File: config.mk
export PLATFORM = sky130hd
export DESIGN_NAME = bus_arbiter
export DESIGN_NICKNAME = d
export VERILOG_FILES = /design/src/rtl/bus_arbiter.sv
export SDC_FILE = /design/constraint.sdc
export NUM_CORES = 1
export LEC_CHECK = 0
export ABC_CLOCK_PERIOD_IN_PS = 1900
export CAP_MARGIN = 40
export CORE_ASPECT_RATIO = 0.8
export CORE_MARGIN = 5
export CORE_UTILIZATION = 40
export CTS_CLUSTER_DIAMETER = 60
export DETAILED_ROUTE_END_ITERATION = 8
export GPL_TIMING_DRIVEN = 0
export PLACE_DENSITY = 0.85
export SKIP_LAST_GASP = 1
export SYNTH_ARGS = -nofsm -noshare
export SYNTH_HDL_FRONTEND = slang
export SYNTH_SLANG_ARGS = --single-unit
File: constraint.sdc
create_clock -name clock -period 1.9 [get_ports clock]
set_input_delay 0.285 -clock clock [delete_from_list [all_inputs] [get_ports clock]]
set_output_delay 0.285 -clock clock [all_outputs]
set_load 0.02 [all_outputs]
File: src/rtl/bus_arbiter.sv
// Round-robin arbiter for three processors sharing one registered bus, with a memory-wait state.
// Define ARB_TIMEOUT_EN to add an ownership watchdog limited to TIMEOUT cycles.
module bus_arbiter #(
  parameter int unsigned MSG_W   = 9,
  parameter int unsigned TIMEOUT = 16
) (
  input  logic             clock,
  input  logic             reset_n,
  input  logic [2:0]       req,
  input  logic [MSG_W-1:0] msg1,
  input  logic [MSG_W-1:0] msg2,
  input  logic [MSG_W-1:0] msg3,
  input  logic             mem_req,
  input  logic             mem_valid,
  input  logic [MSG_W-1:0] mem_data,
  output logic [2:0]       grant,
  output logic [MSG_W-1:0] busOut,
  output logic             busValid,
  output logic             timeout
);

  typedef enum logic [1:0] {StIdle, StOwn, StMemWait} state_e;

  state_e           state_q;
  logic [1:0]       last_winner_q;
  logic [1:0]       winner;
  logic [2:0]       winner_oh;
  logic             owner_req;
  logic [MSG_W-1:0] owner_msg;
  logic             wd_expired;

  // Search starts at the index after the previous winner, wrapping 2 -> 0.
  always_comb begin
    winner = 2'd0;
    unique case (last_winner_q)
      2'd0:    winner = req[1] ? 2'd1 : (req[2] ? 2'd2 : 2'd0);
      2'd1:    winner = req[2] ? 2'd2 : (req[0] ? 2'd0 : 2'd1);
      default: winner = req[0] ? 2'd0 : (req[1] ? 2'd1 : 2'd2);
    endcase
  end

  assign winner_oh = 3'(3'b001 << winner);
  assign owner_req = |(req & grant);

  always_comb begin
    owner_msg = '0;
    unique case (grant)
      3'b001:  owner_msg = msg1;
      3'b010:  owner_msg = msg2;
      3'b100:  owner_msg = msg3;
      default: owner_msg = '0;
    endcase
  end

`ifdef ARB_TIMEOUT_EN
  localparam int unsigned CntW = $clog2(TIMEOUT + 1);

  logic [CntW-1:0] wd_cnt_q;

  assign wd_expired = (state_q != StIdle) && (wd_cnt_q == CntW'(TIMEOUT));

  // Counts every owned cycle; any path back to idle clears it.
  always_ff @(posedge clock or negedge reset_n) begin
    if (!reset_n) begin
      wd_cnt_q <= '0;
    end else if (state_q != StIdle && !wd_expired && owner_req) begin
      wd_cnt_q <= wd_cnt_q + 1'b1;
    end else begin
      wd_cnt_q <= '0;
    end
  end
`else
  logic unused_timeout;

  assign unused_timeout = ^TIMEOUT;
  assign wd_expired     = 1'b0;
`endif

  always_ff @(posedge clock or negedge reset_n) begin
    if (!reset_n) begin
      state_q       <= StIdle;
      grant         <= '0;
      busOut        <= '0;
      busValid      <= 1'b0;
      timeout       <= 1'b0;
      last_winner_q <= 2'd2;
    end else begin
      timeout <= 1'b0;
      unique case (state_q)
        StIdle: begin
          busOut   <= '0;
          busValid <= 1'b0;
          if (|req) begin
            grant         <= winner_oh;
            last_winner_q <= winner;
            state_q       <= StOwn;
          end else begin
            grant <= '0;
          end
        end
        StOwn, StMemWait: begin
          if (wd_expired) begin
            // Forced-out owner stays as last_winner, so the others go first.
            timeout  <= 1'b1;
            grant    <= '0;
            busOut   <= '0;
            busValid <= 1'b0;
            state_q  <= StIdle;
          end else if (!owner_req) begin
            grant    <= '0;
            busOut   <= '0;
            busValid <= 1'b0;
            state_q  <= StIdle;
          end else if (state_q == StOwn) begin
            if (mem_req) begin
              busOut   <= '0;
              busValid <= 1'b0;
              state_q  <= StMemWait;
            end else begin
              busOut   <= owner_msg;
              busValid <= 1'b1;
            end
          end else if (mem_valid) begin
            busOut   <= mem_data;
            busValid <= 1'b1;
            state_q  <= StOwn;
          end else begin
            busOut   <= '0;
            busValid <= 1'b0;
          end
        end
        default: begin
          grant    <= '0;
          busOut   <= '0;
          busValid <= 1'b0;
          state_q  <= StIdle;
        end
      endcase
    end
  end

endmodule

=== Word level (Yosys, flattened, before mapping) ===
Cells that the tools add are included.
W data, S select, Z words.

* Register bits: 17
* Input port bits: 43
* Output and inout port bits: 14
* Logic and storage cells: 51

* Equality and inequality tests: 10
* Shift operators: 1
* Multiplexer cells: 27
* Bitwise operators: 1
* Reductions and logical operators: 7

{| class="wikitable"
|+ Operator list
! kind !! count
|-
| $mux W9 || 5
|-
| $pmux W9 S3 || 1
|-
| $mux W2 || 10
|-
| $ne A4 B4 Y1 const B || 2
|-
| $pmux W2 S2 || 2
|-
| $mux W1 || 6
|-
| $mux W3 || 2
|-
| $pmux W3 S2 || 1
|-
| $reduce_or A3 Y1 || 2
|-
| $eq A2 B1 Y1 const B || 2
|-
| $logic_not A2 Y1 || 2
|-
| $ne A2 B2 Y1 const B || 2
|-
| $and A3 B3 Y3 || 1
|-
| $eq A3 B1 Y1 const B || 1
|-
| $eq A3 B2 Y1 const B || 1
|-
| $eq A3 B3 Y1 const B || 1
|-
| $reduce_and A3 Y1 || 1
|-
| $shl A1 B2 Y3 const A || 1
|-
| $eq A2 B2 Y1 const B || 1
|-
| $reduce_and A2 Y1 || 1
|-
| $reduce_or A2 Y1 || 1
|}

=== Longest topological paths before layout ===
Gate-level depths: netlist of run 1.

* Depth in word-level cells: 6
* Mapped depth: 7
* Gate-level depth less buffers: 6

=== Least setup slack after synthesis of run 1 ===
No wires, ideal clock.

* Kind: register -> register
* Start point: reg grant[0]
* End point: reg state_q[0]
* Library setup time: 0.125 ns
* Arrival: 1.659 ns
* Data required time: 1.775 ns
* Slack: 0.116 ns
* Stages on the path, launching flop included: 5
* Buffers on the path: 0
* Period minus slack after synthesis: 1.784 ns
* Path through: dfrtp_1 > a222oi_1 > a21oi_1 > nor2_2 > mux2_2

* Word-level cells in the longest chain between the ends: 4
* Elaborated cells between the ends (all ways): 7
* Those cells by class: 2 x eq/ne; 2 x mux; 1 x bitwise; 2 x reduce/logical

{| class="wikitable"
|+ RTL lines
! item !! RTL line !! RTL
|-
| from (decl) || 16 || <nowiki>output logic [2:0] grant,</nowiki>
|-
| from (signal assigned) || 94 || <nowiki>grant <= winner_oh;</nowiki>
|-
| $and A3 B3 Y3 * || 43 || <nowiki>assign owner_req = |(req & grant);</nowiki>
|-
| $reduce_or A3 Y1 * || 43 ||
|-
| $ne A4 B4 Y1 (no line) or $mux W2 (tied branches) || -- ||
|-
| $reduce_and A3 Y1 (no line) or $pmux W2 S2 (tied branches) || -- ||
|-
| to (signal assigned) || 81 || <nowiki>state_q <= StIdle;</nowiki>
|-
| to (signal assigned) || 96 || <nowiki>state_q <= StOwn;</nowiki>
|-
| to (signal assigned) || 108 || <nowiki>state_q <= StIdle;</nowiki>
|-
| to (decl) || 24 || <nowiki>state_e state_q;</nowiki>
|}

Every way passes the cells marked *; elsewhere a longest branch is shown, timed or not.
A chain may end at the register's enable or synchronous reset.

=== Final worst setup path of run 1 ===
* Start point: reg state_q[1]
* End point: reg state_q[0]

* Word-level cells in the longest chain between the ends: 4
* Elaborated cells between the ends (all ways): 11
* Those cells by class: 5 x eq/ne; 3 x mux; 3 x reduce/logical

{| class="wikitable"
|+ RTL lines
! item !! RTL line
|-
| $eq A2 B1 Y1 or $eq A2 B2 Y1 (tied branches) || 89, 114
|-
| $reduce_or A2 Y1 or $mux W2 (tied branches) || 89, 114
|-
| $ne A4 B4 Y1 (no line) or $mux W2 (tied branches) || --
|-
| $reduce_and A3 Y1 (no line) or $pmux W2 S2 (tied branches) || --
|}

Several ways; a longest one is shown, not always the timed one.

==> out/metrics.yaml, run 1 <==
run_status: "finished clean"
first_global_vias: 1129
mostFrequentLayoutCells: "clkdlybuf4s50_1, dfrtp_1, nand2_1"
finalNetCount: 223
peak_clock_frequency_supported_by_timing_mhz: 559
gp_routability_congestion: 0.757
critPathCaptureType: "register"
overflow: 0
post_route_cells_drive_above_1_share: 0.149
floorplan.die_area_mm2: 0.00398
worst_r2r_path_depth: 6
critical_path.max_stage_delay_ns: 0.42
initial_antenna_violation_count: 0
final.fill_count: 241
postSynth.asyncResetShare: 1.00
path_cells: "inv_1 -> ha_1 -> inv_1 -> nor4_1 -> nor2_2 -> mux2_2"
cts-root-to-sink-buffers: 2
floorplan.initialDensity: 0.413
min-delay-start: "req[2]"
crit_cells: 6
critical-path-slowest-cell: "dfrtp_1"
post_drt_via_cell_ratio: 5.39
io_port_bufs: 53
total_power_mw: 2.00
ys.flop_type: "dfrtp_1"
place_ws_ns: -0.304
drc_errors: 0
final_hold_viol_count: 0
route.layer.met1.wl_um: 1290
dp_hpwl_um: 2570
synth_nets: 163
gr-usage-all-layers: 0.160
finalSetupViolCount: 0
max_slew_margin: 0.481
placementRows: 17
layout_setup_ws_ns: 0.111
final_common_cell: "clkdlybuf4s50_1"
dr_wl_met3_um: 143
source_to_sink_clock_delay_at_the_later_pin_of_the_worst_skew_pair_ns: 0.30
final_core_utilization: 0.643
power.density_mw_per_mm2: 1140
max-vdd-ir-drop_mv: 0.644
syn_area_mm2: 0.00112
fin_hold_ws_ns: 0.261
critical-path-top-delay-family: "flip-flops"
worst-endpoint-required_ns: 2.09
path_clk_slew_ns: 0.10
1st_pass_router_iterations: 4
worst_path_most_repeated_cell: "inv_1"
critical_path.reg2reg.startpoint: "state_q[1]"
via_count: 1142
crit_path_max_fanout: 8
numClockSinks: 17
path_buf_inv: 2
slew_viol_final: 0
netlist-cell-type-count: 38
routed_wl_um: 3300
ys_ff_latch: 17
grt_pass1_wl_um: 5110
placement.cell_area_mm2: 0.00171
cell_depth_of_the_worst_hold_path: 3
standard_cell_core_area_mm2: 0.00272
tightest_slew_ns: 0.775
min_period_over_period: 0.942
period_minus_slack_ns: 1.79
worst_setup_path_startpoint: "state_q[1]"
arrival_ns: 1.98
detailroute.wirelength.met2_um: 1800
cts_inserted_buffers: 3
worst-setup-path-type: "register to register"
synth.yosys.seq_area_share: 0.380
fp.dieW_um: 69.3
leakage_nw: 0.716
ctsHoldBuffers: 0
finish.instance_area_mm2: 0.00175
post_synth_inst_count: 115
wl_per_cell_um: 15.5
htreeDepth: 1
initialDrtViolationCount: 65
hp-class: "primary input to register"
antenna_cells: 0
chip_height_um: 57.4
postRouteAntennaNets: 0
rsz0062_at_grt: "false"
finClkSkew_ns: 0.00119
yosysWarningCount: 0
layout-area-overhead-vs-synth_pct: 55.8
grt_start_max_net_pins: 18
synth-edff-count: 0
tritoncts: "done"
timing.critical_path.from_type: "register"
maxCapViolCount: 0
io-pin-count: 57
synthesis.area_per_instance_um2: 9.77
routed.top_layer: "met4"
cts.root.buffer_cell: "clkbuf_4"
## flip-flops by register name, summed over array words and instances, names as in the netlist
signal	count
state_q	2
busOut	9
last_winner_q	2
busValid	1
grant	3
## tightest hold or removal path: stages
cell,delay [ns]
buf_6,0.10
nand3_1,0.07
o221ai_1,0.07
## synthesized netlist by cell type, drive strengths merged (2+ instances only)
library cell	number	share of area
nand2b	4	0.022
ha	5	0.056
o21ai	14	0.092
nor2b	3	0.017
clkbuf	3	0.011
a22oi	9	0.060
o211ai	3	0.020
a21oi	4	0.018
a2bb2oi	9	0.070
dfrtp	16	0.36
inv	5	0.017
nand2	12	0.040
nor3b	2	0.018
nor2	5	0.019
buf	5	0.037
## per-stage QoR
| stage | TNS [ns] | cells |
|---|---|---|
| final | 0 | 212 |
| after global routing | 0 | 212 |
| after CTS | 0 | 212 |
| after detailed placement | -2.94 | 207 |
| after global placement | -2.36 | 206 |
| after floorplan | 0 | 115 |
## repair_timing
action | in CTS | in global routing
buffers inserted | 2 | 0
gates resized for setup | 0 | 1
pin swaps | 1 | 0
endpoints found under the setup margin | 1 | 3
## final cells by class
| class | instances | area (µm²) | share of cell area |
|---|---|---|---|
| timing repair buffer | 56 | 551 | 0.315 |
| tap | 38 | 47.5 | 0.0272 |
| multi-input combinational | 85 | 631 | 0.360 |
| clock buffer | 4 | 26.3 | 0.0150 |
| buffer | 7 | 50.0 | 0.0286 |
| inverter | 5 | 18.8 | 0.0107 |
| sequential | 17 | 427 | 0.244 |
## path summary, 6_finish.rpt
check,end,slack (ns)
max in group asynchronous,busOut[6],0.99
setup / recovery,state_q[0],0.11
hold reg to reg,last_winner_q[0],0.54
hold / removal,last_winner_q[1],0.26
setup reg to reg,state_q[0],0.11
min in group asynchronous,state_q[0],0.43
## kinds of logic (layout without fill, tap and decap cells)
family,count (synthesis),count (layout),synth area share
simple gates,30,30,0.143
flops,17,17,0.380
other cells,1,1,0.00334
compound gates,47,47,0.335
mux,2,2,0.0189
fa+ha+maj,5,5,0.0557
buf+inv,13,72,0.0646
## where the power goes
part | total, mW | leakage (nW) | internal, mW | switching, mW
Combinational | 1.23 | 0.474 | 0.605 | 0.627
Clock | 0.203 | 0.0150 | 0.0818 | 0.121
Sequential | 0.567 | 0.227 | 0.464 | 0.103
Total | 2.00 | 0.716 | 1.15 | 0.851
## per-layer routing
metal	track usage	vias up
met1	0.177	549
met4	0.0696	0
met2	0.303	41
met5	0	-
li1	-	546
met3	0.0246	6
No activity file was read; power rests on OpenSTA's default activity.
==> run 2, diff against run 1 <==
--- a/config.mk
+++ b/config.mk
@@ -14,7 +14,6 @@
 export DETAILED_ROUTE_END_ITERATION = 8
 export GPL_TIMING_DRIVEN = 0
 export PLACE_DENSITY = 0.85
-export SKIP_LAST_GASP = 1
 export SYNTH_ARGS = -nofsm -noshare
 export SYNTH_HDL_FRONTEND = slang
 export SYNTH_SLANG_ARGS = --single-unit
==> results of run 2 <==
No change in the layout: final DEF, timing and power equal those of run 1.
